==> src/rtl/alu_operand_sequencer.sv <==
// Board front end for the ALU: debounced push-buttons load A, B and the opcode in order,
// then the triple is offered with valid/ready. Build option: ALU_SEQ_OPERAND_HOLD_EN.

module alu_seq_debounce #(
  parameter int DEBOUNCE_CYCLES = 4
) (
  input  logic i_clk,
  input  logic i_rst_n,
  input  logic i_btn,
  output logic o_press
);
  localparam int CW = $clog2(DEBOUNCE_CYCLES + 1);
  localparam logic [CW-1:0] LAST = CW'(DEBOUNCE_CYCLES - 1);

  logic          r_sync1, r_sync2;
  logic          r_deb, r_deb_q;
  logic          r_press;
  logic [CW-1:0] r_cnt;

  always_ff @(posedge i_clk) begin
    if (!i_rst_n) begin
      r_sync1 <= 1'b0;
      r_sync2 <= 1'b0;
      r_deb   <= 1'b0;
      r_deb_q <= 1'b0;
      r_press <= 1'b0;
      r_cnt   <= '0;
    end else begin
      r_sync1 <= i_btn;
      r_sync2 <= r_sync1;
      r_deb_q <= r_deb;
      r_press <= r_deb & ~r_deb_q;
      // Any sample that agrees with the debounced level restarts the stability window.
      if (r_sync2 == r_deb) begin
        r_cnt <= '0;
      end else if (r_cnt == LAST) begin
        r_deb <= r_sync2;
        r_cnt <= '0;
      end else begin
        r_cnt <= r_cnt + CW'(1);
      end
    end
  end

  assign o_press = r_press;
endmodule

module alu_operand_sequencer #(
  parameter int N               = 8,
  parameter int N_OP            = 6,
  parameter int DEBOUNCE_CYCLES = 4
) (
  input  logic                input_clock,
  input  logic                input_reset,
  input  logic signed [N-1:0] input_switches,
  input  logic [2:0]          input_buttons,
  input  logic                input_ready,
  output logic signed [N-1:0] output_a,
  output logic signed [N-1:0] output_b,
  output logic [N_OP-1:0]     output_op,
  output logic                output_valid,
  output logic [1:0]          output_state
);
  typedef enum logic [1:0] {
    S_IDLE    = 2'd0,
    S_HAVE_A  = 2'd1,
    S_HAVE_AB = 2'd2,
    S_ISSUE   = 2'd3
  } state_t;

`ifdef ALU_SEQ_OPERAND_HOLD_EN
  localparam state_t S_AFTER_HS = S_HAVE_AB;
`else
  localparam state_t S_AFTER_HS = S_IDLE;
`endif

  logic [2:0] w_press;

  genvar g;
  generate
    for (g = 0; g < 3; g++) begin : g_btn
      alu_seq_debounce #(.DEBOUNCE_CYCLES(DEBOUNCE_CYCLES)) u_deb (
        .i_clk   (input_clock),
        .i_rst_n (input_reset),
        .i_btn   (input_buttons[g]),
        .o_press (w_press[g])
      );
    end
  endgenerate

  state_t              r_state;
  logic signed [N-1:0] r_a, r_b;
  logic [N_OP-1:0]     r_op;
  logic                r_valid;

  always_ff @(posedge input_clock) begin
    if (!input_reset) begin
      r_state <= S_IDLE;
      r_a     <= '0;
      r_b     <= '0;
      r_op    <= '0;
      r_valid <= 1'b0;
    end else begin
      case (r_state)
        S_IDLE: begin
          if (w_press[0]) begin
            r_a     <= input_switches;
            r_state <= S_HAVE_A;
          end
        end
        S_HAVE_A: begin
          if (w_press[1]) begin
            r_b     <= input_switches;
            r_state <= S_HAVE_AB;
          end else if (w_press[0]) begin
            r_a <= input_switches;
          end
        end
        S_HAVE_AB: begin
          if (w_press[2]) begin
            r_op    <= input_switches[N_OP-1:0];
            r_valid <= 1'b1;
            r_state <= S_ISSUE;
          end else if (w_press[1]) begin
            r_b <= input_switches;
          end else if (w_press[0]) begin
            r_a     <= input_switches;
            r_state <= S_HAVE_A;
          end
        end
        S_ISSUE: begin
          // Operands frozen until the ALU takes them; presses are dropped.
          if (input_ready) begin
            r_valid <= 1'b0;
            r_state <= S_AFTER_HS;
          end
        end
        default: r_state <= S_IDLE;
      endcase
    end
  end

  assign output_a     = r_a;
  assign output_b     = r_b;
  assign output_op    = r_op;
  assign output_valid = r_valid;
  assign output_state = r_state;
endmodule
==> config.mk <==
export PLATFORM = sky130hd
export DESIGN_NAME = alu_operand_sequencer
export DESIGN_NICKNAME = d
export VERILOG_FILES = /design/src/rtl/alu_operand_sequencer.sv
export SDC_FILE = /design/constraint.sdc
export NUM_CORES = 1
export LEC_CHECK = 0
export CORE_ASPECT_RATIO = 1.5
export CORE_MARGIN = 2
export CORE_UTILIZATION = 35
export DETAILED_ROUTE_END_ITERATION = 16
export GPL_TIMING_DRIVEN = 1
export HOLD_SLACK_MARGIN = 0.08
export SETUP_SLACK_MARGIN = 0.15
export SYNTH_ARGS = -nofsm -noshare
export SYNTH_HDL_FRONTEND = slang
export SYNTH_HIERARCHICAL = 1
export SYNTH_SLANG_ARGS = --single-unit
==> constraint.sdc <==
create_clock -name input_clock -period 2.4 [get_ports input_clock]
set_input_delay 0.48 -clock input_clock [delete_from_list [all_inputs] [get_ports input_clock]]
set_output_delay 0.48 -clock input_clock [all_outputs]
set_load 0.02 [all_outputs]
==> results of run 1 <==
[logic make-up after synthesis]
| family | count (synthesis) | share of synthesized area (%) |
|---|---|---|
| adders and majority gates | 12 | 7.80 |
| and+or+nand+nor | 62 | 20.7 |
| muxes | 19 | 9.88 |
| DFF | 49 | 51.0 |
| xor gates and xnor gates | 3 | 1.37 |
| buffers and inverters | 13 | 3.06 |
| AOI/OAI and AO/OA | 17 | 6.24 |
[layer usage]
layer  part of all wire (%)  global-route usage (%)  vias up
met1                     43                    13.0      603
met3                    4.4                    2.50        6
met2                     51                    21.5       35
met4                    2.1                    5.85        0
met5                      0                       0        -
li1                       -                       -      679
[state kept, by name, summed over array words and instances (netlist names)]
name,flops
output_valid,1
g_btn.u_deb/r_sync1,3
g_btn.u_deb/r_sync2,3
output_b,8
g_btn.u_deb/r_deb_q,3
output_op,6
g_btn.u_deb/r_cnt,9
g_btn.u_deb/o_press,3
output_a,8
output_state,2
g_btn.u_deb/r_deb,3
[per-stage QoR]
stage	util (%)	cells	power (uW)	instance area (um2)
2_1_floorplan	-	175	858	1920
5_1_grt	46.5	290	1450	2490
6_report	46.5	290	1380	2490
3_5_place_dp	44.6	282	893	2390
4_1_cts	46.5	290	1400	2490
3_3_place_gp	44.6	282	892	2390
[final cells by class]
cell class	instances	area share [%]
flip-flops and latches	49	39.3
multi-input cells	113	35.5
repair buffers	42	16.4
clock buffers	7	3.86
well taps	70	3.51
inverters	8	1.20
clock inverters	1	0.201
[power breakdown]
group	internal [uW]	leakage, uW	switching, uW
combinational	33.3	0.000567	18.0
clock	260	0.0000542	246
sequential	818	0.000396	2.51
total	1110	0.00102	267
[worst register-to-register path, cell delays in order, from the launching register on]
cell and delay [ns]:
dfxtp_1 0.41, inv_1 0.12, ha_1 0.34, and3b_1 0.24, a221o_1 0.30, or3_1 0.36, a21boi_1 0.13
[placed cells by master (no fill, tap or decap), types with 7 or more instances in the layout]
cell             count
a21boi_0             7
clkbuf_8             7
clkdlybuf4s50_1     38
dfxtp_1             49
ha_1                12
inv_1                8
mux2i_1             19
nand2_1              8
nor2b_1             24
[final timing paths]
check                                                       start                                end  slack, ns  cells after the start
worst max-delay path                 output_state[0]$_SDFFE_PN0P_       output_state[1]$_SDFFE_PN0P_       0.44                      6
worst min register to register  g_btn[2].u_deb/r_deb_q$_SDFF_PN0_  g_btn[2].u_deb/o_press$_SDFF_PN0_       0.38                      1
worst max register to register       output_state[0]$_SDFFE_PN0P_       output_state[1]$_SDFFE_PN0P_       0.44                      6
worst min-delay path            g_btn[2].u_deb/r_deb_q$_SDFF_PN0_  g_btn[2].u_deb/o_press$_SDFF_PN0_       0.38                      1
==> impl_metrics.ini, run 1 <==
[cts]
clk_pin_slew_ns = 0.08
post_cts_buffers = 0
cts_made_buffers = 5
clkLatencyLatePin_ns = 0.29
post_cts_resized = 0
cts_root_buf = clkbuf_8
clock-sinks = 49
cts.path.max_buffers = 2
cts_tree = done
htree_levels = 2
cts_hold_buf = 0

[min_path]
worst_hold_path_type = register to register

[critical_path]
critPathBufInv = 1
crit_fanout = 10
end_kind = register
crit_family = simple AND/OR/NAND/NOR gates
cp_cell_sequence = inv_1 > ha_1 > and3b_1 > a221o_1 > or3_1 > a21boi_1
critPathArrivalTime_ns = 2.19
crit_path_top_delay_cell = dfxtp_1
startpoint_type = register
cp.required_ns = 2.63
slowest_delay_ns = 0.41
critical_path_class = register to register

[yosys]
synth.top_cell.area_share_pct = 51.0
synth_warnings = 6
synth_area_mm2 = 0.00192
synth_enable_flop_cells = 0
ys.flop_type = dfxtp_1
yosysMostFrequentCell = dfxtp_1
synth.area.top_cells = dfxtp_1, mux2i_1, ha_1, nor2b_1, a21boi_0
async_reset_ff_share_pct = 0
yosysSeqAreaShare_pct = 51.0
synth.avg_cell_area_um2 = 11.0
syn-num-nets = 201
yosys.area.top_type = dfxtp_1
ys_seq_elements = 49
postSynthCellCount = 175
synthTopCellsByCount = dfxtp_1, nor2b_1, mux2i_1, ha_1
synth_cell_types = 27

[die]
die_h_um = 94.8
coreArea_mm2 = 0.00537
core.rowCount = 33
design.die.area_mm2 = 0.00612
start_util_pct = 35.9
die_w_um = 64.5
ioPinCount = 39

[detailed_routing]
routed_wl_um = 3240
drt_iter0_markers = 30
drt-wirelength-per-cell_um = 11.2
drt-pass1-iter-count = 2
postRouteAntennaNets = 0
drc_errors = 0
num_vias = 1323
via_per_inst = 4.56

[timing]
post-route-period-util_pct = 81.6
rsz0062_at_grt = no
slew_viol_final = 0
tns_ns = 0
slew_headroom_pct = 57.4
finClkSkew_ns = 0.00652
postLayoutSetupSlackWorst_ns = 0.441
holdWs_ns = 0.383
max_freq_mhz = 511
final-hold-violation-count = 0
post-route-min-period_ns = 1.96
finalSetupViolCount = 0
worst_slew_pin_slew_ns = 0.636

[status]
outcome = completed

[placed_design]
io_buffers = 38
hpwl_um = 2440
finalWeightedCongestion = 0.816
pre_cts_slack_ns = 0.398

[finish]
drive_above_1_share_pct = 9.55
fillers = 529
multiInputGateArea_um2 = 885
syn_to_final_growth_pct = 29.6
nets = 245
antennaDiodeCount = 0
register_area_um2 = 981

[job]
drv_cap = 0

[grt]
antenna_found_initial = 0
grt_max_degree = 26
grt_pass1_wl_um = 5640
grt_usage_pct = 11.9
grt-ovfl-total = 0
grt_pass1_vias = 1268

[power_and_ir_drop]
power.density_mw_per_mm2 = 553
leakage_uw = 0.00102
ir_worst_vdd_uv = 310
Power figures use the tool's default switching activity.
==> inputs of run 2 (changes only) <==
==> constraint.sdc (replaced) <==
create_clock -name input_clock -period 1.97 [get_ports input_clock]
set_input_delay 0.394 -clock input_clock [delete_from_list [all_inputs] [get_ports input_clock]]
set_output_delay 0.394 -clock input_clock [all_outputs]
set_load 0.02 [all_outputs]
==> run 2 against run 1 <==
Flip-flop and latch count stayed put. Clock power up 16%. First-iteration DRC count is 10% higher. Largest power group unchanged.
==> impl_metrics.ini, run 2 (same netlist as run 1, synthesis figures left out) <==
[grt]
grt_usage_pct = 11.8
grt_max_degree = 21
antenna_found_initial = 0
grt_pass1_vias = 1214
grt_pass1_wl_um = 5620
grt-ovfl-total = 0

[finish]
multiInputGateArea_um2 = 885
syn_to_final_growth_pct = 31.0
drive_above_1_share_pct = 12.0
antennaDiodeCount = 0
top_register = g_btn.u_deb/r_cnt
largest_reg_flops = 9
fin_area_mm2 = 0.00252
most-common-layout-cells = dfxtp_1, clkdlybuf4s50_1, nor2b_1, mux2i_1, ha_1
nets = 250
layout_commonest_cell = dfxtp_1
register_area_um2 = 982
fillers = 520
fin_cells = 295

[die]
start_util_pct = 35.9
ioPinCount = 39
coreArea_mm2 = 0.00537
die_h_um = 94.8
core.rowCount = 33
design.die.area_mm2 = 0.00612
die_w_um = 64.5

[placed_design]
io_buffers = 38
finalWeightedCongestion = 0.765
placed_area_mm2 = 0.00243
dp_cells = 287
hpwl_um = 2480

[timing]
post-route-period-util_pct = 87.6
holdWs_ns = 0.386
max_freq_mhz = 580
final-hold-violation-count = 0
slew_viol_final = 0
slew_headroom_pct = 62.1
finClkSkew_ns = 0.00699
post-route-min-period_ns = 1.72
worst_slew_pin_slew_ns = 0.567
rsz0062_at_grt = no
tns_ns = 0
finalSetupViolCount = 0

[power_and_ir_drop]
leakage_uw = 0.00104
swShare_pct = 21.9
comb_power_share_pct = 3.9
internal-power_uw = 1290
ir_worst_vdd_uv = 457
power.switching_uw = 362
seq_power_share_pct = 60.5
power.density_mw_per_mm2 = 656
clockPowerShare_pct = 35.6

[detailed_routing]
postRouteAntennaNets = 0
drc_errors = 0
drt-wirelength-per-cell_um = 11.3
drt_iter0_markers = 33
num_vias = 1342
via_per_inst = 4.55
drt-pass1-iter-count = 4
routed_wl_um = 3340

[critical_path]
critical_path.startpoint = output_state[0]$_SDFFE_PN0P_
startpoint_type = register
crit_path_top_delay_cell = dfxtp_2
end_kind = register
cp.required_ns = 2.21
crit_fanout = 5
critPathArrivalTime_ns = 1.96
crit_family = simple AND/OR/NAND/NOR gates
cp_cell_sequence = inv_1 > ha_1 > and3b_1 > a221o_1 > or3_1 > a21boi_1
reg2reg_from = output_state[0]$_SDFFE_PN0P_
slowest_delay_ns = 0.38
critical_path_class = register to register
critPathBufInv = 1

[cts]
post_cts_buffers = 0
post_cts_resized = 1
clkLatencyLatePin_ns = 0.30
cts.path.max_buffers = 2
cts_made_buffers = 5
clock-sinks = 49
cts_root_buf = clkbuf_8
cts_tree = done
cts_hold_buf = 0
htree_levels = 2
clk_pin_slew_ns = 0.09

[min_path]
worst_hold_path_type = register to register
min_from = g_btn[1].u_deb/r_deb_q$_SDFF_PN0_

[status]
outcome = completed

[job]
drv_cap = 0
-- run 2: power by group through the flow --
stage	Sequential, uW	Combinational, uW	Clock, uW
after detailed placement	1020	65.1	0
final	1000	64.7	588
after floorplan	1020	22.0	0
after global placement	1020	65.6	0
after CTS	1000	65.6	618
after global routing	1000	70.4	659
-- run 2: per-layer routing --
metal	share of wire, %	track usage, %	wire, um	up-vias
met5	0	0	0	-
met4	1.9	6.38	65	0
met3	4.4	2.50	146	6
met2	50	21.7	1680	35
met1	43	12.5	1450	612
li1	-	-	-	689
-- run 2: worst register-to-register path, cell delays in order (launching register included) --
cell and delay, ns:
dfxtp_2 0.38, inv_1 0.09, ha_1 0.22, and3b_1 0.18
a221o_1 0.30, or3_1 0.35, a21boi_1 0.14
-- run 2: path summary, 6_finish.rpt --
path              slack [ns]  depth (start not counted)                                 to
setup / recovery        0.25                          6       output_state[1]$_SDFFE_PN0P_
hold / removal          0.39                          1  g_btn[1].u_deb/o_press$_SDFF_PN0_
setup reg to reg        0.25                          6       output_state[1]$_SDFFE_PN0P_
hold reg to reg         0.39                          1  g_btn[1].u_deb/o_press$_SDFF_PN0_
-- run 2: area by class of cell --
| class | instances | area share, % |
|---|---|---|
| clock buffers | 5 | 2.73 |
| multi-input cells | 113 | 35.1 |
| repair buffers | 47 | 17.7 |
| well taps | 70 | 3.47 |
| inverters | 8 | 1.19 |
| flip-flops and latches | 49 | 39.0 |
| clock inverters | 3 | 0.844 |
-- run 2: metrics by stage --
step	power [uW]	setup WS (ns)	util (%)
global route	1730	0.176	47.0
CTS	1680	0.239	47.0
detailed placement	1090	0.111	45.3
finish	1650	0.245	47.0
global placement	1090	0.116	45.3
floorplan	1040	0.154	-
==> inputs of run 3 (changes only) <==
==> constraint.sdc (replaced) <==
create_clock -name input_clock -period 1.47 [get_ports input_clock]
set_input_delay 0.294 -clock input_clock [delete_from_list [all_inputs] [get_ports input_clock]]
set_output_delay 0.294 -clock input_clock [all_outputs]
set_load 0.02 [all_outputs]
==> run 3 against run 2 <==
The flow now finishes with violations (setup timing). Clock power grew 67%. Die area stayed put. Final area grew 2.4%. Via count decreased by 0.45%. First-iteration DRC count down 15%. Sequential power rose by 34%. Critical endpoint unchanged. Largest power group unchanged.
==> impl_metrics.ini, run 3 (same netlist as run 1, synthesis figures left out) <==
[die]
ioPinCount = 39
start_util_pct = 35.9
coreArea_mm2 = 0.00537
design.die.area_mm2 = 0.00612
core.rowCount = 33
die_w_um = 64.5
die_h_um = 94.8

[critical_path]
ff2ff_path_depth = 6
crit_path_top_delay_cell = dfxtp_4
slowest_delay_ns = 0.38
end_kind = register
crit_fanout = 4
regToRegSetupSlack_ns = -0.07
critical_path.startpoint = output_state[0]$_SDFFE_PN0P_
startpoint_type = register
critPathArrivalTime_ns = 1.76
cp.required_ns = 1.69
rr_endpoint = output_state[1]$_SDFFE_PN0P_
critical_path_class = register to register
reg2reg_from = output_state[0]$_SDFFE_PN0P_
cp_cell_sequence = inv_4 > ha_4 > and3b_1 > a221o_1 > or3_1 > a21boi_1

[power_and_ir_drop]
seq_power_share_pct = 55.6
power.density_mw_per_mm2 = 932
comb_power_share_pct = 3.6
clockPowerShare_pct = 40.8
swShare_pct = 19.2
leakage_uw = 0.00118
ir_worst_vdd_uv = 527
internal-power_uw = 1940
power.switching_uw = 462

[timing]
slew_viol_final = 0
finClkSkew_ns = 0.00897
post-route-period-util_pct = 105
worst_slew_pin_slew_ns = 0.262
max_freq_mhz = 651
slew_headroom_pct = 82.3
rsz0062_at_grt = yes
final-hold-violation-count = 0
postLayoutSetupSlackWorst_ns = -0.0663
finalSetupViolCount = 4
post-route-min-period_ns = 1.54

[placed_design]
io_buffers = 38
finalWeightedCongestion = 0.756
placed_area_mm2 = 0.00249
dp_cells = 286
hpwl_um = 2480
pre_cts_slack_ns = -0.233

[grt]
grt-ovfl-total = 0
grt_usage_pct = 12.3
grt_pass1_vias = 1294
grt_max_degree = 47
grt_pass1_wl_um = 5840
antenna_found_initial = 0

[cts]
clkLatencyLatePin_ns = 0.30
cts_root_buf = clkbuf_8
cts_tree = done
clk_pin_slew_ns = 0.08
clock-sinks = 49
cts_hold_buf = 0
cts_made_buffers = 5
htree_levels = 2
cts.path.max_buffers = 2

[finish]
fillers = 521
fin_cells = 295
antennaDiodeCount = 0
syn_to_final_growth_pct = 34.2
largest_reg_flops = 9
utilization_pct = 48.1
top_register = g_btn.u_deb/r_cnt
most-common-layout-cells = dfxtp_1, nor2b_1, dlygate4sd2_1, mux2i_1, clkdlybuf4s50_1
fin_area_mm2 = 0.00258
drive_above_1_share_pct = 15.6
nets = 250
layout_commonest_cell = dfxtp_1

[min_path]
worst_hold_path_type = register to register
min_from = g_btn[1].u_deb/r_deb_q$_SDFF_PN0_
min_to = g_btn[1].u_deb/o_press$_SDFF_PN0_
worstHoldPathCells = 1

[detailed_routing]
wl_met2_um = 1810
drt_iter0_markers = 28
routed_wl_um = 3450
drc_errors = 0
wl_met3_um = 157
highest_layer = met4
num_vias = 1336
drt-pass1-iter-count = 4
postRouteAntennaNets = 0
drt-met1-wl_um = 1440
drt-wirelength-per-cell_um = 11.7
via_per_inst = 4.53

[job]
drv_cap = 0

[status]
outcome = complete, but fails checks
failed_checks = setup timing
-- run 3: cell types whose count changed in the layout (fill, tap and decap cells not counted), moves of 3 or more --
cell             before  now
buf_12                0    3
buf_4                 9    6
a21boi_0              7    4
dlygate4sd2_1         1   20
clkdlybuf4s50_1      37   13
a21boi_1              1    4
-- run 3: power by group through the flow --
stage | logic [uW] | registers [uW] | clock network, uW
after global placement | 88.2 | 1370 | 0
after detailed placement | 88.2 | 1370 | 0
after floorplan | 29.4 | 1370 | 0
after CTS | 88.7 | 1340 | 1020
after global routing | 94.2 | 1340 | 1070
final | 86.8 | 1340 | 982
-- run 3: per-stage QoR --
stage | hold WS (ns) | TNS, ns | power (uW)
6_report | 0.386 | -0.0724 | 2410
5_1_grt | 0.411 | -1.36 | 2500
4_1_cts | 0.387 | -0.220 | 2450
3_5_place_dp | 0.374 | -0.577 | 1460
3_3_place_gp | 0.371 | -0.522 | 1460
2_1_floorplan | 0.367 | -0.378 | 1400
-- run 3: worst max-delay path, delay by kind of cell (launching register included) --
| kind | cells | cell delay [ns] |
|---|---|---|
| DFF | 1 | 0.38 |
| buffers and inverters | 1 | 0.05 |
| and+or+nand+nor | 2 | 0.47 |
| adders and majority gates | 1 | 0.15 |
| AOI/OAI and AO/OA | 2 | 0.42 |
-- run 3: repair_timing --
| item | in CTS | in global routing |
|---|---|---|
| setup buffers | 1 | 0 |
| endpoints found under the setup margin | 43 | 25 |
| resized for setup | 32 | 8 |
| pin swaps | 0 | 1 |
| hold endpoints to repair | 0 | 0 |
-- run 3: area by class of cell --
class | instances | area [um2] | area share, %
clock inverters | 2 | 36.3 | 1.41
inverters | 8 | 32.5 | 1.26
flip-flops and latches | 49 | 988 | 38.3
repair buffers | 47 | 445 | 17.2
clock buffers | 6 | 82.6 | 3.20
well taps | 70 | 87.6 | 3.39
multi-input cells | 113 | 910 | 35.2
-- run 3: worst max path at each step --
stage	to	slack (ns)	depth (start not counted)
after global placement	output_state[1]$_SDFFE_PN0P_	-0.22	5
after detailed placement	output_state[1]$_SDFFE_PN0P_	-0.23	5
final	output_state[1]$_SDFFE_PN0P_	-0.07	6
after CTS	output_state[1]$_SDFFE_PN0P_	-0.07	6
after floorplan	output_state[1]$_SDFFE_PN0P_	-0.16	7
after global routing	output_state[1]$_SDFFE_PN0P_	-0.13	6
-- run 3: per-layer routing --
| layer | vias up | GRT usage (%) |
|---|---|---|
| met2 | 35 | 22.4 |
| li1 | 690 | - |
| met5 | - | 0 |
| met3 | 4 | 2.38 |
| met1 | 607 | 13.6 |
| met4 | 0 | 5.85 |
